**src/rtl/alu_seq_ctrl.sv**
```systemverilog
// Execute-stage controller for the shared 64-bit ALU: one op per request, result + flags on a response channel.
// Optional shift-add multiply sequencer (op 4) is built when ALU_SEQ_MUL_EN is defined.
module alu_seq_ctrl #(
  parameter int unsigned BIT_WID        = 64,
  parameter int unsigned MUL_EARLY_EXIT = 1
) (
  input  logic               clk,
  input  logic               rst_n,
  input  logic               req_valid,
  output logic               req_ready,
  input  logic [2:0]         req_op,
  input  logic [BIT_WID-1:0] req_a,
  input  logic [BIT_WID-1:0] req_b,
  input  logic               req_setcc,
  output logic               rsp_valid,
  input  logic               rsp_ready,
  output logic [BIT_WID-1:0] rsp_val,
  output logic [3:0]         rsp_cc,
  output logic [3:0]         cc_q,
  output logic [1:0]         alu_fun,
  output logic [BIT_WID-1:0] alu_a,
  output logic [BIT_WID-1:0] alu_b,
  input  logic [BIT_WID-1:0] alu_vale,
  input  logic [3:0]         alu_cc
);

`ifdef ALU_SEQ_MUL_EN
  typedef enum logic [1:0] {IDLE, EXEC, MUL, RESP} state_e;
  localparam int unsigned CNT_W = (BIT_WID > 1) ? $clog2(BIT_WID) : 1;
`else
  typedef enum logic [1:0] {IDLE, EXEC, RESP} state_e;
  localparam bit unused_early_exit = (MUL_EARLY_EXIT != 0);
`endif

  state_e             state_q, state_d;
  logic [1:0]         fun_q, fun_d;
  logic [BIT_WID-1:0] a_q, a_d;
  logic [BIT_WID-1:0] b_q, b_d;
  logic               setcc_q, setcc_d;
  logic [BIT_WID-1:0] rsp_val_q, rsp_val_d;
  logic [3:0]         rsp_cc_q, rsp_cc_d;
  logic [3:0]         cc_d;

`ifdef ALU_SEQ_MUL_EN
  logic [BIT_WID-1:0] acc_q, acc_d;
  logic [BIT_WID-1:0] m_q, m_d;
  logic [BIT_WID-1:0] r_q, r_d;
  logic [CNT_W-1:0]   cnt_q, cnt_d;
  logic [BIT_WID-1:0] acc_nxt;
  logic [3:0]         mul_cc;
  logic               mul_done;
`else
  logic               unused_op_hi;
  assign unused_op_hi = req_op[2];
`endif

  assign req_ready = (state_q == IDLE);
  assign rsp_valid = (state_q == RESP);
  assign rsp_val   = rsp_val_q;
  assign rsp_cc    = rsp_cc_q;

  always_comb begin
    state_d   = state_q;
    fun_d     = fun_q;
    a_d       = a_q;
    b_d       = b_q;
    setcc_d   = setcc_q;
    rsp_val_d = rsp_val_q;
    rsp_cc_d  = rsp_cc_q;
    cc_d      = cc_q;
    alu_fun   = fun_q;
    alu_a     = a_q;
    alu_b     = b_q;
`ifdef ALU_SEQ_MUL_EN
    acc_d     = acc_q;
    m_d       = m_q;
    r_d       = r_q;
    cnt_d     = cnt_q;
    acc_nxt   = acc_q;
    mul_cc    = '0;
    mul_done  = 1'b0;
`endif
    unique case (state_q)
      IDLE: begin
        if (req_valid) begin
          fun_d   = req_op[1:0];
          a_d     = req_a;
          b_d     = req_b;
          setcc_d = req_setcc;
          state_d = EXEC;
`ifdef ALU_SEQ_MUL_EN
          if (req_op == 3'd4) begin
            acc_d   = '0;
            m_d     = req_b;
            r_d     = req_a;
            cnt_d   = '0;
            state_d = MUL;
          end
`endif
        end
      end
      EXEC: begin
        rsp_val_d = alu_vale;
        rsp_cc_d  = alu_cc;
        if (setcc_q) cc_d = alu_cc;
        state_d = RESP;
      end
`ifdef ALU_SEQ_MUL_EN
      MUL: begin
        // ALU computes acc + m; keep it only when the current multiplier bit is set
        alu_fun  = 2'b00;
        alu_a    = m_q;
        alu_b    = acc_q;
        acc_nxt  = r_q[0] ? alu_vale : acc_q;
        acc_d    = acc_nxt;
        m_d      = m_q << 1;
        r_d      = r_q >> 1;
        cnt_d    = cnt_q + 1'b1;
        mul_done = (cnt_q == CNT_W'(BIT_WID - 1)) ||
                   ((MUL_EARLY_EXIT != 0) && (r_d == '0));
        mul_cc   = {2'b00, acc_nxt[BIT_WID-1], (acc_nxt == '0)};
        if (mul_done) begin
          rsp_val_d = acc_nxt;
          rsp_cc_d  = mul_cc;
          if (setcc_q) cc_d = mul_cc;
          state_d = RESP;
        end
      end
`endif
      RESP: begin
        if (rsp_ready) state_d = IDLE;
      end
      default: state_d = IDLE;
    endcase
  end

  always_ff @(posedge clk or negedge rst_n) begin
    if (!rst_n) begin
      state_q   <= IDLE;
      fun_q     <= '0;
      a_q       <= '0;
      b_q       <= '0;
      setcc_q   <= 1'b0;
      rsp_val_q <= '0;
      rsp_cc_q  <= '0;
      cc_q      <= 4'b0001;
`ifdef ALU_SEQ_MUL_EN
      acc_q     <= '0;
      m_q       <= '0;
      r_q       <= '0;
      cnt_q     <= '0;
`endif
    end else begin
      state_q   <= state_d;
      fun_q     <= fun_d;
      a_q       <= a_d;
      b_q       <= b_d;
      setcc_q   <= setcc_d;
      rsp_val_q <= rsp_val_d;
      rsp_cc_q  <= rsp_cc_d;
      cc_q      <= cc_d;
`ifdef ALU_SEQ_MUL_EN
      acc_q     <= acc_d;
      m_q       <= m_d;
      r_q       <= r_d;
      cnt_q     <= cnt_d;
`endif
    end
  end

endmodule
```
**config.mk**
```make
export PLATFORM = sky130hd
export DESIGN_NAME = alu_seq_ctrl
export DESIGN_NICKNAME = d
export VERILOG_FILES = /design/src/rtl/alu_seq_ctrl.sv
export SDC_FILE = /design/constraint.sdc
export NUM_CORES = 1
export LEC_CHECK = 0
export BUFFER_PORTS_ARGS = -buffer_cell sky130_fd_sc_hd__buf_2
export CAP_MARGIN = 20
export CORE_AREA = 2 2 159 161
export DETAILED_ROUTE_END_ITERATION = 8
export DIE_AREA = 0 0 161 163
export PLACE_DENSITY = 0.62
export SYNTH_ARGS = -nofsm -noshare
export SYNTH_HDL_FRONTEND = slang
export SYNTH_SLANG_ARGS = --single-unit
```
**constraint.sdc**
```tcl
create_clock -name clk -period 1.8 [get_ports clk]
set_input_delay 0.18 -clock clk [delete_from_list [all_inputs] [get_ports clk]]
set_output_delay 0.18 -clock clk [all_outputs]
set_load 0.05 [all_outputs]
```
---- Yosys cells after proc, flatten, opt, wreduce, memory -nomap -nowiden ----
Index checks and enable logic that the tools add are counted.
storage, ports and cells
  output and inout bits ................... 204
  word-level logic and storage cells ...... 19
  bits in registers ....................... 205
cells by class
  multiplexer cells ....................... 3
  equal/unequal tests ..................... 4
  reductions and logical operators ........ 4
operators with widths
  cell                                                              count
  2-bit case mux with 3 select lines                                1
  2-bit AND reduction                                               3
  2-bit 2-to-1 mux                                                  2
  2-bit by 1-bit == test with 1-bit output (second input constant)  1
  2-bit == test (second input constant)                             1
  2-bit logical NOT                                                 1
  2-bit by 1-bit != test with 1-bit output (second input constant)  1
  2-bit != test (second input constant)                             1

---- Longest topological paths before layout ----
Gate-level depths: netlist of run 1.
  depth after elaboration ................. 3
  gate-level depth with buffers ........... 5
  gate-level depth less buffers ........... 2

---- Least setup slack after synthesis of run 1 ----
No wires, ideal clock.
  kind .................................... flip-flop to flip-flop
  from .................................... register state_q[1]
  to ...................................... register a_q[0], in the netlist alu_a[0]
  required time ........................... 1.673 ns
  cell stages (with the launch flop) ...... 5
  setup time .............................. 0.127 ns
  clock period less this slack ............ 1.489 ns
  path buffers ............................ 2
  slack ................................... 0.311 ns
  arrival ................................. 1.361 ns
  cells stage by stage .................... dfrtp_1 -> nor3b_2 -> buf_4 -> buf_6 -> mux2_1
on the way
  word-level cells in the longest chain between the ends .. 2
RTL lines
  element                               line  text
  start: declaration                    35    state_e state_q, state_d;
  start signal: assignment              154   state_q <= state_d;
  2-bit logical NOT                     83    unique case (state_q)
  2-bit AND reduction (no source line)  -
  end signal: assignment                141   a_q <= '0;
  end signal: assignment                156   a_q <= a_d;
  end: declaration                      37    logic [BIT_WID-1:0] a_q, a_d;
Every way passes these cells.
A chain may end at the register's enable or synchronous reset.

---- Worst setup path after layout of run 1 ----
  from .................................... register state_q[1]
  to ...................................... register a_q[50], in the netlist alu_a[50]
Same word-level chain as after synthesis.

==> flow_summary.json, run 1 <==
{
  "drive_above_1_share": 0.545,
  "period_needed_ns": 1.70,
  "syn_area_per_cell_um2": 17.5,
  "seq_area_frac_synth": 0.672,
  "path_max_fanout": 32,
  "grt_pass1_vias": 6670,
  "postSynthCellCount": 437,
  "grt_max_degree": 51,
  "routedWlPerCell_um": 15.6,
  "cts_resized": 0,
  "ys_seq_elements": 205,
  "synth.area.top_cells": "dfrtp_1 (67%), mux2_2 (18%), mux2_1 (12%)",
  "syn_area_um2": 7630,
  "drtPass1Iterations": 4,
  "fin_crit_sh": 0.946,
  "numCtsBuffers": 23,
  "cp.arrival_ns": 2.07,
  "cts_sinks": 205,
  "cp.required_ns": 2.17,
  "io_buffers": 406,
  "crit_path_end_kind": "flip-flop",
  "grt-ovfl-total": 0,
  "cts_hold_buffers": 201,
  "core-area_um2": 24700,
  "die_area_um2": 26200,
  "nFillCells": 2034,
  "worst_pin_slew_ns": 0.453,
  "drv_cap": 0,
  "die_w_um": 161,
  "h-tree-depth": 1,
  "status": "finished clean",
  "hold_viol": 0,
  "synth_xor_area_frac": 0,
  "cts_tree": "built",
  "fmax_mhz": 587,
  "synthAdderAreaFrac": 0,
  "synth_cell_types": 13,
  "synth_compound_area_frac": 0.000656,
  "grt_util_all_layers": 0.162,
  "io_pins": 408,
  "synth_simple_gate_area_frac": 0.00475,
  "finClkSkew_ns": 0.00718,
  "cts_buffer_depth": 3,
  "fin_tns_setup_ns": 0,
  "placementRows": 58,
  "rsz0062_at_grt": "no",
  "synth_top_family_by_area": "multiplexers",
  "cts_root_buffer": "clkbuf_16",
  "dpl.hpwl_mm": 14.4,
  "die_y_um": 163,
  "critical_path_class": "flip-flop to flip-flop",
  "slew_headroom": 0.698,
  "drt_iter0_markers": 257,
  "cp-start-kind": "flip-flop",
  "setup_viol": 0,
  "vias": 6063,
  "antenna_left": 0,
  "synth_top_area_frac": 0.669,
  "hold_ws_ns": 0.225,
  "diodes": 0,
  "clk_latency_ns": 0.49,
  "gpl.final_weighted_congestion": 0.735,
  "antenna_found_initial": 0,
  "yosys.area.top_type": "dfrtp_1",
  "muxShareOfSynthArea": 0.300,
  "nets": 1275,
  "syn_nets": 641,
  "post-cts-setup-buffer-count": 0,
  "clk_pin_slew_ns": 0.06,
  "maxSlewViolCount": 0,
  "drc": 0,
  "via_per_inst": 4.28,
  "syn2layout_area_growth_pct": 69.8,
  "utilization": 0.525,
  "start_util": 0.309,
  "synth_warnings": 0,
  "hold_class": "input port to asynchronous set/reset pin",
  "grt_pass1_wl_mm": 34.5,
  "wirelength_mm": 22.1
}
==> cells in the mapped netlist <==
cell,count
dfrtp_1,204
mux2_2,124
mux2_1,79
buf_2,12
buf_6,9
nand2b_1,2
buf_4,1
dfstp_2,1
inv_1,1
nand3b_1,1
nor2_1,1
nor3b_2,1
o21ai_0,1
==> cell usage in the layout (no fill, tap or decap), drive strengths merged <==
| cell | count |
|---|---|
| buf | 429 |
| dfrtp | 204 |
| mux2 | 203 |
| dlygate4sd3 | 201 |
| clkbuf | 30 |
| clkinv | 7 |
| bufinv | 3 |
| nand2b | 2 |
| inv | 1 |
| nor2 | 1 |
| nor3b | 1 |
| nand3b | 1 |
| o21ai | 1 |
| dfstp | 1 |
| clkinvlp | 1 |
==> metal layers <==
metal	global-route usage	vias up	wire length, um
li1	-	2813	-
met1	0.189	2940	8490
met2	0.290	257	11300
met3	0.0415	53	1650
met4	0.0588	0	680
met5	0	-	0
==> critical path, cell delays in order, from the launching register on <==
cell and delay, ns:
dfrtp_1 0.43, nor3b_4 0.27, buf_12 0.25, buf_12 0.22
mux2_1 0.35
==> kinds of logic after synthesis <==
kind of cell	after synthesis
flip-flops	205
multiplexers	203
buffers and inverters	23
AND/OR/NAND/NOR	5
AO/OA/AOI/OAI	1
==> flip-flops by register name (all words and copies together) (netlist names) <==
| signal | cells |
|---|---|
| state_q | 2 |
| alu_a | 64 |
| rsp_cc | 4 |
| cc_q | 4 |
| setcc_q | 1 |
| alu_fun | 2 |
| rsp_val | 64 |
| alu_b | 64 |
==> per-stage QoR <==
stage	setup WS (ns)	area, um^2	cells
2_1_floorplan	0.311	7630	437
3_3_place_gp	0.151	10200	1175
3_5_place_dp	0.108	10200	1175
4_1_cts	0.0888	13000	1416
5_1_grt	0.0135	13000	1416
6_report	0.0974	13000	1416
==> worst paths after layout <==
| path | start | to | slack [ns] | cells after the start |
|---|---|---|---|---|
| worst max-delay path | state_q[1] | alu_a[50] | 0.1 | 4 |
| worst min-delay path | rst_n | alu_a[4] | 0.23 | 2 |
| worst max register to register | state_q[1] | alu_a[50] | 0.1 | 4 |
| worst min register to register | alu_b[51] | alu_b[51] | 0.48 | 1 |
| max in group asynchronous | rst_n | rsp_val[24] | 0.91 | 3 |
| min in group clk | req_valid | alu_a[4] | 0.33 | 4 |
==> layout make-up <==
cell class,instances,area (um^2),share of cell area
inverter,1,3.75,0.000290
sequential,205,5130,0.396
multi-input combinational,209,2340,0.180
clock buffer,29,608,0.0469
timing repair buffer,631,4330,0.334
clock inverter,11,133,0.0102
tap,330,413,0.0319
Power of run 1 is left out: the tool's default activity adds up to more than one toggle a clock period on the data nets, which glitch-free logic cannot reach.
==> inputs of run 2 (changes only) <==
ABC_AREA = 0   (was not set)
CTS_CLUSTER_DIAMETER = 60   (was not set)
PLACE_DENSITY = not set   (was 0.62)
==> run 2 against run 1 <==
Effect of this change: critical path depth stayed put; first-iteration DRC count shrank 8.6%; setup slack better by 0.049 ns; maximum frequency grew 3.0%; cell count fell by 0.21%; worst hold slack lost 0.026 ns.
==> flow_summary.json, run 2 (synthesized netlist as in run 1, its figures left out) <==
{
  "drv_cap": 0,
  "clk_pin_slew_ns": 0.06,
  "worst_pin_slew_ns": 0.445,
  "rrSetupSlack_ns": 0.15,
  "hold_ws_ns": 0.199,
  "utilization": 0.527,
  "drive_above_1_share": 0.546,
  "start_util": 0.309,
  "cpMaxStageDelayCell": "dfrtp_1",
  "antenna_left": 0,
  "rsz0062_at_grt": "no",
  "nets": 1271,
  "crit_path_end_kind": "flip-flop",
  "critical_path_class": "flip-flop to flip-flop",
  "placementRows": 58,
  "vias": 6113,
  "gpl.final_weighted_congestion": 0.737,
  "status": "finished clean",
  "numCtsBuffers": 24,
  "cts_buffer_depth": 3,
  "hold_class": "input port to asynchronous set/reset pin",
  "wirelength_mm": 22.1,
  "cts_tree": "built",
  "grt-ovfl-total": 0,
  "die_w_um": 161,
  "grt_util_all_layers": 0.163,
  "path_max_fanout": 25,
  "hold_viol": 0,
  "io_buffers": 406,
  "io_pins": 408,
  "drc": 0,
  "dp_cells": 1170,
  "clk_latency_ns": 0.51,
  "slowest_delay_ns": 0.44,
  "layout_common_cells": "buf_2 (405), dfrtp_1 (204), dlygate4sd3_1 (201)",
  "antenna_found_initial": 0,
  "grt_pass1_wl_mm": 34.6,
  "cts_resized": 0,
  "final_cells": 1413,
  "fin_crit_sh": 0.918,
  "die_y_um": 163,
  "final_common_cell": "buf_2",
  "crit_chain": "nor3b_4 > buf_4 > buf_12 > mux2_2",
  "drtPass1Iterations": 4,
  "h-tree-depth": 1,
  "syn2layout_area_growth_pct": 70.3,
  "fmax_mhz": 605,
  "cts_sinks": 205,
  "diodes": 0,
  "regArea_um2": 5130,
  "finClkSkew_ns": 0.0137,
  "core-area_um2": 24700,
  "setup_viol": 0,
  "multiInputGateArea_um2": 2340,
  "dpl.hpwl_mm": 14.7,
  "die_area_um2": 26200,
  "cp.arrival_ns": 2.04,
  "cp.required_ns": 2.18,
  "grt_pass1_vias": 6702,
  "via_per_inst": 4.33,
  "drt_iter0_markers": 235,
  "period_needed_ns": 1.65,
  "maxSlewViolCount": 0,
  "cts_root_buffer": "clkbuf_16",
  "fin_tns_setup_ns": 0,
  "routedWlPerCell_um": 15.7,
  "nFillCells": 2078,
  "grt_max_degree": 48,
  "cp-start-kind": "flip-flop",
  "slew_headroom": 0.704
}
## run 2: layout make-up
| cell class | count | area share |
|---|---|---|
| sequential | 205 | 0.395 |
| timing repair buffer | 626 | 0.332 |
| multi-input combinational | 209 | 0.180 |
| clock buffer | 34 | 0.0554 |
| tap | 330 | 0.0318 |
| clock inverter | 8 | 0.00558 |
| inverter | 1 | 0.000289 |
## run 2: metal layers
metal,routed length (um),GRT usage,vias up
met5,0,0,-
met4,829,0.0678,0
met3,1660,0.0418,59
met2,11300,0.294,281
met1,8360,0.183,2962
li1,-,-,2811
## run 2: repair_timing
action | 4_1_cts | 5_1_grt
hold buffers | 201 | 0
endpoints found under the hold margin | 299 | 0
setup buffers | 0 | 0
## run 2: critical path: cells and delay by family (launching register included)
family	cells	cell delay, ns
mux	1	0.37
flops	1	0.44
buf+inv	2	0.47
simple gates	1	0.25
## run 2: metrics by stage
stage	setup slack [ns]	cell area, um^2
floorplan	0.311	7630
global placement	0.168	10200
detailed placement	0.151	10200
CTS	0.143	13000
global route	0.0612	13000
finish	0.147	13000
## run 2: path summary, 6_finish.rpt
kind	start	end	cells after the start
max in group asynchronous	rst_n	rsp_val[31]	3
min	rst_n	alu_b[1]	2
max	state_q[0]	alu_b[40]	4
max reg2reg	state_q[0]	alu_b[40]	4
min reg2reg	alu_a[48]	alu_a[48]	1
min in group clk	req_valid	state_q[0]	4
Power of run 2 is left out for the same reason.
